<file path="src/rtl/inst_mem_loader.sv">
// Instruction memory loader: 16 x 8-bit memory filled from a header/data(/checksum) byte stream.
// Optional checksum phase is enabled by defining INST_MEM_LOADER_CSUM_EN.
module inst_mem_loader #(
  parameter int DATA_WIDTH = 8,
  parameter int ADDR_WIDTH = 4
) (
  input  logic                  clk,
  input  logic                  rst,
  input  logic [DATA_WIDTH-1:0] in_data,
  input  logic                  in_valid,
  output logic                  in_ready,
  input  logic [ADDR_WIDTH-1:0] rd_addr,
  output logic [DATA_WIDTH-1:0] rd_data,
  output logic                  core_hold,
  output logic                  load_done,
  output logic                  load_err
);

  localparam int DEPTH = 2 ** ADDR_WIDTH;

  typedef enum logic [2:0] {
    S_IDLE,
    S_DATA,
    S_CSUM,
    S_RESP_OK,
    S_RESP_ERR
  } state_t;

  state_t                r_state;
  logic [DATA_WIDTH-1:0] r_mem [DEPTH];
  logic [DATA_WIDTH-1:0] r_rd_data;
  logic [ADDR_WIDTH-1:0] r_wr_ptr;
  logic [ADDR_WIDTH-1:0] r_remaining;  // data bytes still to come, minus one
  logic                  r_in_ready;
  logic                  r_core_hold;
  logic                  r_load_done;

  logic                  w_xfer;
  logic                  w_wr_en;
  logic [ADDR_WIDTH-1:0] w_hdr_start;
  logic [ADDR_WIDTH-1:0] w_hdr_cnt_m1;

  assign w_xfer       = in_valid & r_in_ready;
  assign w_wr_en      = w_xfer & (r_state == S_DATA);
  // Header carries the start address in the upper field and count-1 in the lower one.
  assign w_hdr_start  = in_data[DATA_WIDTH-1 -: ADDR_WIDTH];
  assign w_hdr_cnt_m1 = in_data[ADDR_WIDTH-1:0];

  assign in_ready  = r_in_ready;
  assign rd_data   = r_rd_data;
  assign core_hold = r_core_hold;
  assign load_done = r_load_done;

  // NOTE: the memory is reset word by word because a reset must leave no stale program
  // behind; that makes it a register file rather than an inferable RAM macro.
  always_ff @(posedge clk) begin
    if (!rst) begin
      for (int i = 0; i < DEPTH; i++) r_mem[i] <= '0;
      r_rd_data <= '0;
    end else begin
      // NOTE: non-blocking assignments make a same-address write and read return the old word.
      r_rd_data <= r_mem[rd_addr];
      if (w_wr_en) r_mem[r_wr_ptr] <= in_data;
    end
  end

`ifdef INST_MEM_LOADER_CSUM_EN
  logic [DATA_WIDTH-1:0] r_sum;
  logic [DATA_WIDTH-1:0] w_csum_total;
  logic                  r_load_err;

  assign w_csum_total = r_sum + in_data;
  assign load_err     = r_load_err;
`else
  assign load_err = 1'b0;
`endif

  always_ff @(posedge clk) begin
    if (!rst) begin
      r_state     <= S_IDLE;
      r_wr_ptr    <= '0;
      r_remaining <= '0;
      r_in_ready  <= 1'b1;
      r_core_hold <= 1'b1;
      r_load_done <= 1'b0;
`ifdef INST_MEM_LOADER_CSUM_EN
      r_sum       <= '0;
      r_load_err  <= 1'b0;
`endif
    end else begin
      r_load_done <= 1'b0;
`ifdef INST_MEM_LOADER_CSUM_EN
      r_load_err  <= 1'b0;
`endif
      case (r_state)
        S_IDLE: begin
          if (w_xfer) begin
            r_wr_ptr    <= w_hdr_start;
            r_remaining <= w_hdr_cnt_m1;
            r_core_hold <= 1'b1;
            r_state     <= S_DATA;
`ifdef INST_MEM_LOADER_CSUM_EN
            r_sum       <= '0;
`endif
          end
        end
        S_DATA: begin
          if (w_xfer) begin
            r_wr_ptr    <= r_wr_ptr + 1'b1;
            r_remaining <= r_remaining - 1'b1;
`ifdef INST_MEM_LOADER_CSUM_EN
            r_sum       <= r_sum + in_data;
            if (r_remaining == '0) r_state <= S_CSUM;
`else
            if (r_remaining == '0) begin
              r_state     <= S_RESP_OK;
              r_in_ready  <= 1'b0;
              r_load_done <= 1'b1;
            end
`endif
          end
        end
`ifdef INST_MEM_LOADER_CSUM_EN
        S_CSUM: begin
          if (w_xfer) begin
            r_in_ready <= 1'b0;
            if (w_csum_total == '0) begin
              r_state     <= S_RESP_OK;
              r_load_done <= 1'b1;
            end else begin
              r_state    <= S_RESP_ERR;
              r_load_err <= 1'b1;
            end
          end
        end
        S_RESP_ERR: begin
          r_state    <= S_IDLE;
          r_in_ready <= 1'b1;
        end
`endif
        S_RESP_OK: begin
          r_state     <= S_IDLE;
          r_in_ready  <= 1'b1;
          r_core_hold <= 1'b0;
        end
        default: begin
          r_state    <= S_IDLE;
          r_in_ready <= 1'b1;
        end
      endcase
    end
  end

endmodule
</file>
<file path="config.mk">
export PLATFORM = sky130hd
export DESIGN_NAME = inst_mem_loader
export DESIGN_NICKNAME = d
export VERILOG_FILES = /design/src/rtl/inst_mem_loader.sv
export SDC_FILE = /design/constraint.sdc
export NUM_CORES = 1
export LEC_CHECK = 0
export CAP_MARGIN = 10
export CORE_MARGIN = 8
export CORE_UTILIZATION = 46
export CTS_CLUSTER_DIAMETER = 200
export DETAILED_ROUTE_END_ITERATION = 8
export GPL_TIMING_DRIVEN = 1
export PLACE_DENSITY = 0.65
export SLEW_MARGIN = 40
export SYNTH_ARGS = -nofsm -noshare
export SYNTH_HDL_FRONTEND = slang
export SYNTH_SLANG_ARGS = --single-unit
</file>
<file path="constraint.sdc">
create_clock -name clk -period 2.15 [get_ports clk]
set_clock_uncertainty 0.1 [all_clocks]
set_input_delay 0.5375 -clock clk [delete_from_list [all_inputs] [get_ports clk]]
set_output_delay 0.5375 -clock clk [all_outputs]
set_load 0.005 [all_outputs]
</file>
== Word-level counts from Yosys, hierarchy flattened ==
Memory sizes are Yosys's and may differ from the RTL's. A register that Yosys moved wholly into a read port is not among the register bits.
Index checks and enable logic that the tools add are counted.

* Flip-flop bits (word level): 14
* Bits in writable memories: 128
* Bits of input ports: 15
* Output and inout bits: 12
* Word-level logic and storage cells: 51
* Memories: 1

* Add/sub/neg operators: 2
* Eq/ne operators: 5
* Multiplexer cells: 23
* Bitwise operators: 3
* Reduce and logical (&&, ||, !) cells: 11

{| class="wikitable"
|+ Memories
! name !! depth !! width !! rd ports !! clocked after Yosys merged registers in !! write ports !! RTL line !! RTL
|-
| r_mem || 16 || 8 || 1 || 1 || 16 || 30 || <nowiki>logic [DATA_WIDTH-1:0] r_mem [DEPTH];</nowiki>
|}

{| class="wikitable"
|+ Operators with widths
! cell !! count
|-
| $mux 4 || 5
|-
| $pmux 4 s2 || 2
|-
| $reduce_and 3->1 || 4
|-
| $mux 1 || 9
|-
| $mux 3 || 3
|-
| $mux 8 || 1
|-
| $reduce_or 8->1 || 1
|-
| $pmux 3 s2 || 1
|-
| $add 4x1->4 const B || 1
|-
| $logic_not 4->1 || 1
|-
| $ne 2x2->1 const B || 2
|-
| $pmux 1 s2 || 2
|-
| $reduce_bool 2->1 || 2
|-
| $sub 4x1->4 const B || 1
|-
| $eq 3x1->1 const B || 1
|-
| $eq 3x2->1 const B || 1
|-
| $logic_not 3->1 || 1
|-
| $and 1x1->1 || 2
|-
| $ne 2x1->1 const B || 1
|-
| $reduce_and 2->1 || 1
|-
| $logic_not 1->1 || 1
|-
| $not 1->1 || 1
|}

== Logic depth before layout (Yosys ltp) ==
* Depth after elaboration: 7
* Depth in mapped cells: 7
* Depth with buffers taken out: 5

== Worst setup path before layout ==
Ideal clock, no wire load.

* Path kind: in2reg
* Start point: input port rst
* End point: memory r_mem[9][0], enable pin
* Library setup time: 384 ps
* Data arrival time: 1720 ps
* Data required time: 1666 ps
* Slack: -54 ps
* Cell stages on the path: 3
* Path buffers: 0
* Path through: and4b_4 > nand3_4 > o21ai_0

{| class="wikitable"
|+ RTL lines
! item !! RTL line !! RTL
|-
| start, declared || 8 || <nowiki>input logic rst,</nowiki>
|-
| end, declared || 30 ||
|}

== Worst setup path in the final report ==
* Start point: register r_in_ready, in the netlist in_ready
* End point: output port in_ready

{| class="wikitable"
|+ RTL lines
! item !! RTL line !! RTL
|-
| start, declared || 34 || <nowiki>logic r_in_ready;</nowiki>
|-
| start signal, assigned || 83 || <nowiki>r_in_ready <= 1'b1;</nowiki>
|-
| start signal, assigned || 117 || <nowiki>r_in_ready <= 1'b0;</nowiki>
|-
| start signal, assigned || 143 || <nowiki>r_in_ready <= 1'b1;</nowiki>
|-
| end, declared || 11 || <nowiki>output logic in_ready,</nowiki>
|}

No word-level cell between the ends.

==> results.yml <==
sta:
  fin_crit_sh_pct: 92.9
  fin_crit_ns: 2.00
  setup_viol: 0
  rsz0062_at_grt: "false"
  setup_slack_ns: 0.152
  tightest_slew_ns: 0.808
  slew_headroom_pct: 46.0
  slew_violations: 0
  max_clock_freq_mhz: 500
  hold_viol: 0
routing:
  post-route-drc-count: 0
  routedWlPerCell_um: 19.7
  met2_length_mm: 7.57
  wl_met3_mm: 1.01
  wl_met1_mm: 6.82
  vias: 4306
  drtIter0Drc: 455
  drt_pre_antenna_iters: 5
  routed.top_layer: "met4"
  drtAntennaViolNets: 0
  viasPerCell: 5.41
  drt_wl_total_mm: 15.7
power:
  ir_drop_uv: 557
  p_leak_nw: 3.22
  pwr_density_cell_mw_per_mm2: 809
setup_path:
  end_kind: "output pin"
  worstPathCellList: "clkdlybuf4s50_1"
  slowest_stage: "clkdlybuf4s50_1"
  critPathLaunchType: "flip-flop"
  critical-path-max-stage-delay_ns: 0.54
  cp.required_ns: 1.51
  worstSetupPathType: "reg2out"
  cp_max_fo: 6
  arrival_ns: 1.36
  critical_path.top_delay_family: "buffers and inverters"
  critical_path_buf_inv_count: 1
clock_tree:
  root_buffer: "clkbuf_16"
  cts_resized: 0
  hold_buffers: 0
  htreeDepth: 4
  postCtsSetupBuffers: 0
  cts_buffer_depth: 2
  cts_num_sinks: 149
  numCtsBuffers: 17
  path_clk_slew_ns: 0.06
  tritoncts: "built"
  clock_latency_ns: 0.42
placed_design:
  place_ws_ns: -0.272
  post-dp-hpwl_mm: 11.1
  io_buffers: 25
  gp_congestion: 0.839
floorplan:
  core_area_mm2: 0.0150
  ioPinCount: 27
  fp.dieH_um: 139
  num_rows: 45
  start_util_pct: 46.5
  dieArea_mm2: 0.0194
  fp.dieW_um: 139
logic_synthesis:
  synth.cells.most_frequent: "and2_1 (129), edfxtp_1 (128), mux2i_1 (52)"
  yosysTopAreaCell: "edfxtp_1"
  yosysMostFrequentCell: "and2_1"
  synthesis.nets: 546
  synth_top_area_share_pct: 55.0
  synth_area_leaders: "edfxtp_1 (55%), and2_1 (12%), mux2i_1 (7.4%)"
  yosys_warnings: 0
  synth_flop_cell: "edfxtp_1"
  syn_avg_cell_area_um2: 13.3
  synth_edf_count: 128
  synth.cell_area_mm2: 0.00699
  syn_inst: 526
  yosysUniqueCellTypes: 41
  synth_sequential_area_ratio_pct: 61.0
  ys_ff_latch: 149
  synth-async-reset-ratio_pct: 0
status:
  outcome: "finished, final reports clean"
cells_and_area:
  syn_to_final_growth_pct: 19.4
  nFillCells: 1215
  regArea_mm2: 0.00426
  multi_input_area_mm2: 0.00253
  postLayoutCoreUtil_pct: 55.5
  n_antenna_cell: 0
  fin_nets: 615
  drive_above_1_share_pct: 18.9
job:
  maxCapViolations: 0
global_route:
  antenna_found_initial: 0
  grt_usage_pct: 17.1
  grt_max_degree: 31
  first_global_vias: 4439
  overflow: 0
  grt_pass1_wl_mm: 25.2
hold_path:
  hp-class: "reg2reg"
[report_power, final]
part / leakage [nW] / internal (mW) / switching (mW)
registers: 1.49 / 3.25 / 0.0598
logic: 1.43 / 0.261 / 0.350
clock network: 0.291 / 1.67 / 1.15
total: 3.22 / 5.19 / 1.56
[flip-flops by register name, summed over array words and instances (netlist names)]
| name | count |
|---|---|
| load_done | 1 |
| core_hold | 1 |
| rd_data | 8 |
| r_wr_ptr | 4 |
| in_ready | 1 |
| r_remaining | 4 |
| r_state | 2 |
| r_mem | 128 |
[metal layers]
| metal | track usage (%) | vias up |
|---|---|---|
| li1 | - | 2041 |
| met1 | 21.7 | 2102 |
| met2 | 28.2 | 141 |
| met3 | 3.93 | 22 |
| met4 | 5.78 | 0 |
| met5 | 0 | - |
[cell usage in the layout (no fill, tap or decap), drive strengths merged, types with 4 or more instances in the layout]
master and count:
nand3 8, ha 5, nor3 5, mux4 6
o221ai 4, nand2 22, edfxtp 128, clkinv 8
buf 57, inv 8, mux2i 52, dfxtp 21
a22oi 28, clkdlybuf4s50 24, clkbuf 22, o211ai 4
nor2 20, o21ai 20, nand2b 8, and2 129
nor2b 5, a21boi 6
[cells by family (layout without fill, tap and decap cells)]
| logic type | after synthesis | count (layout) | share of synthesized area, % |
|---|---|---|---|
| flip-flops | 149 | 149 | 61.0 |
| XOR/XNOR | 2 | 2 | 0.251 |
| multiplexers | 58 | 58 | 9.38 |
| other | 1 | 1 | 0.0537 |
| adder cells (fa/ha/maj) | 5 | 5 | 0.895 |
| AND/OR/NAND/NOR | 206 | 206 | 19.0 |
| AO/OA/AOI/OAI | 68 | 68 | 6.59 |
| buffers and inverters | 37 | 119 | 2.83 |
[stage by stage]
step	area [um^2]	setup TNS (ns)	std cells	hold WS, ns	total power, mW
floorplan	6990	-1.71	526	0.355	3.71
global placement	7770	-37.25	764	0.370	3.97
detailed placement	7770	-44.12	764	0.395	3.99
CTS	8340	0	796	0.405	6.80
global route	8340	0	796	0.432	7.00
finish	8340	0	796	0.406	6.75
[cell type report]
class | instances | area share (%)
clock buffer | 22 | 6.08
clock inverter | 10 | 0.810
inverter | 6 | 0.270
multi-input combinational | 340 | 30.3
sequential | 149 | 51.1
tap | 188 | 2.82
timing repair buffer | 81 | 8.61
[final timing paths]
kind / startpoint / end / slack [ns] / cells after the start
max reg2reg: r_state[1] / r_mem[10][2] / 0.31 / 5
min reg2reg: r_remaining[3] / r_remaining[3] / 0.41 / 2
min: r_remaining[3] / r_remaining[3] / 0.41 / 2
max: in_ready / in_ready / 0.15 / 1
Power figures use the tool's default switching activity.
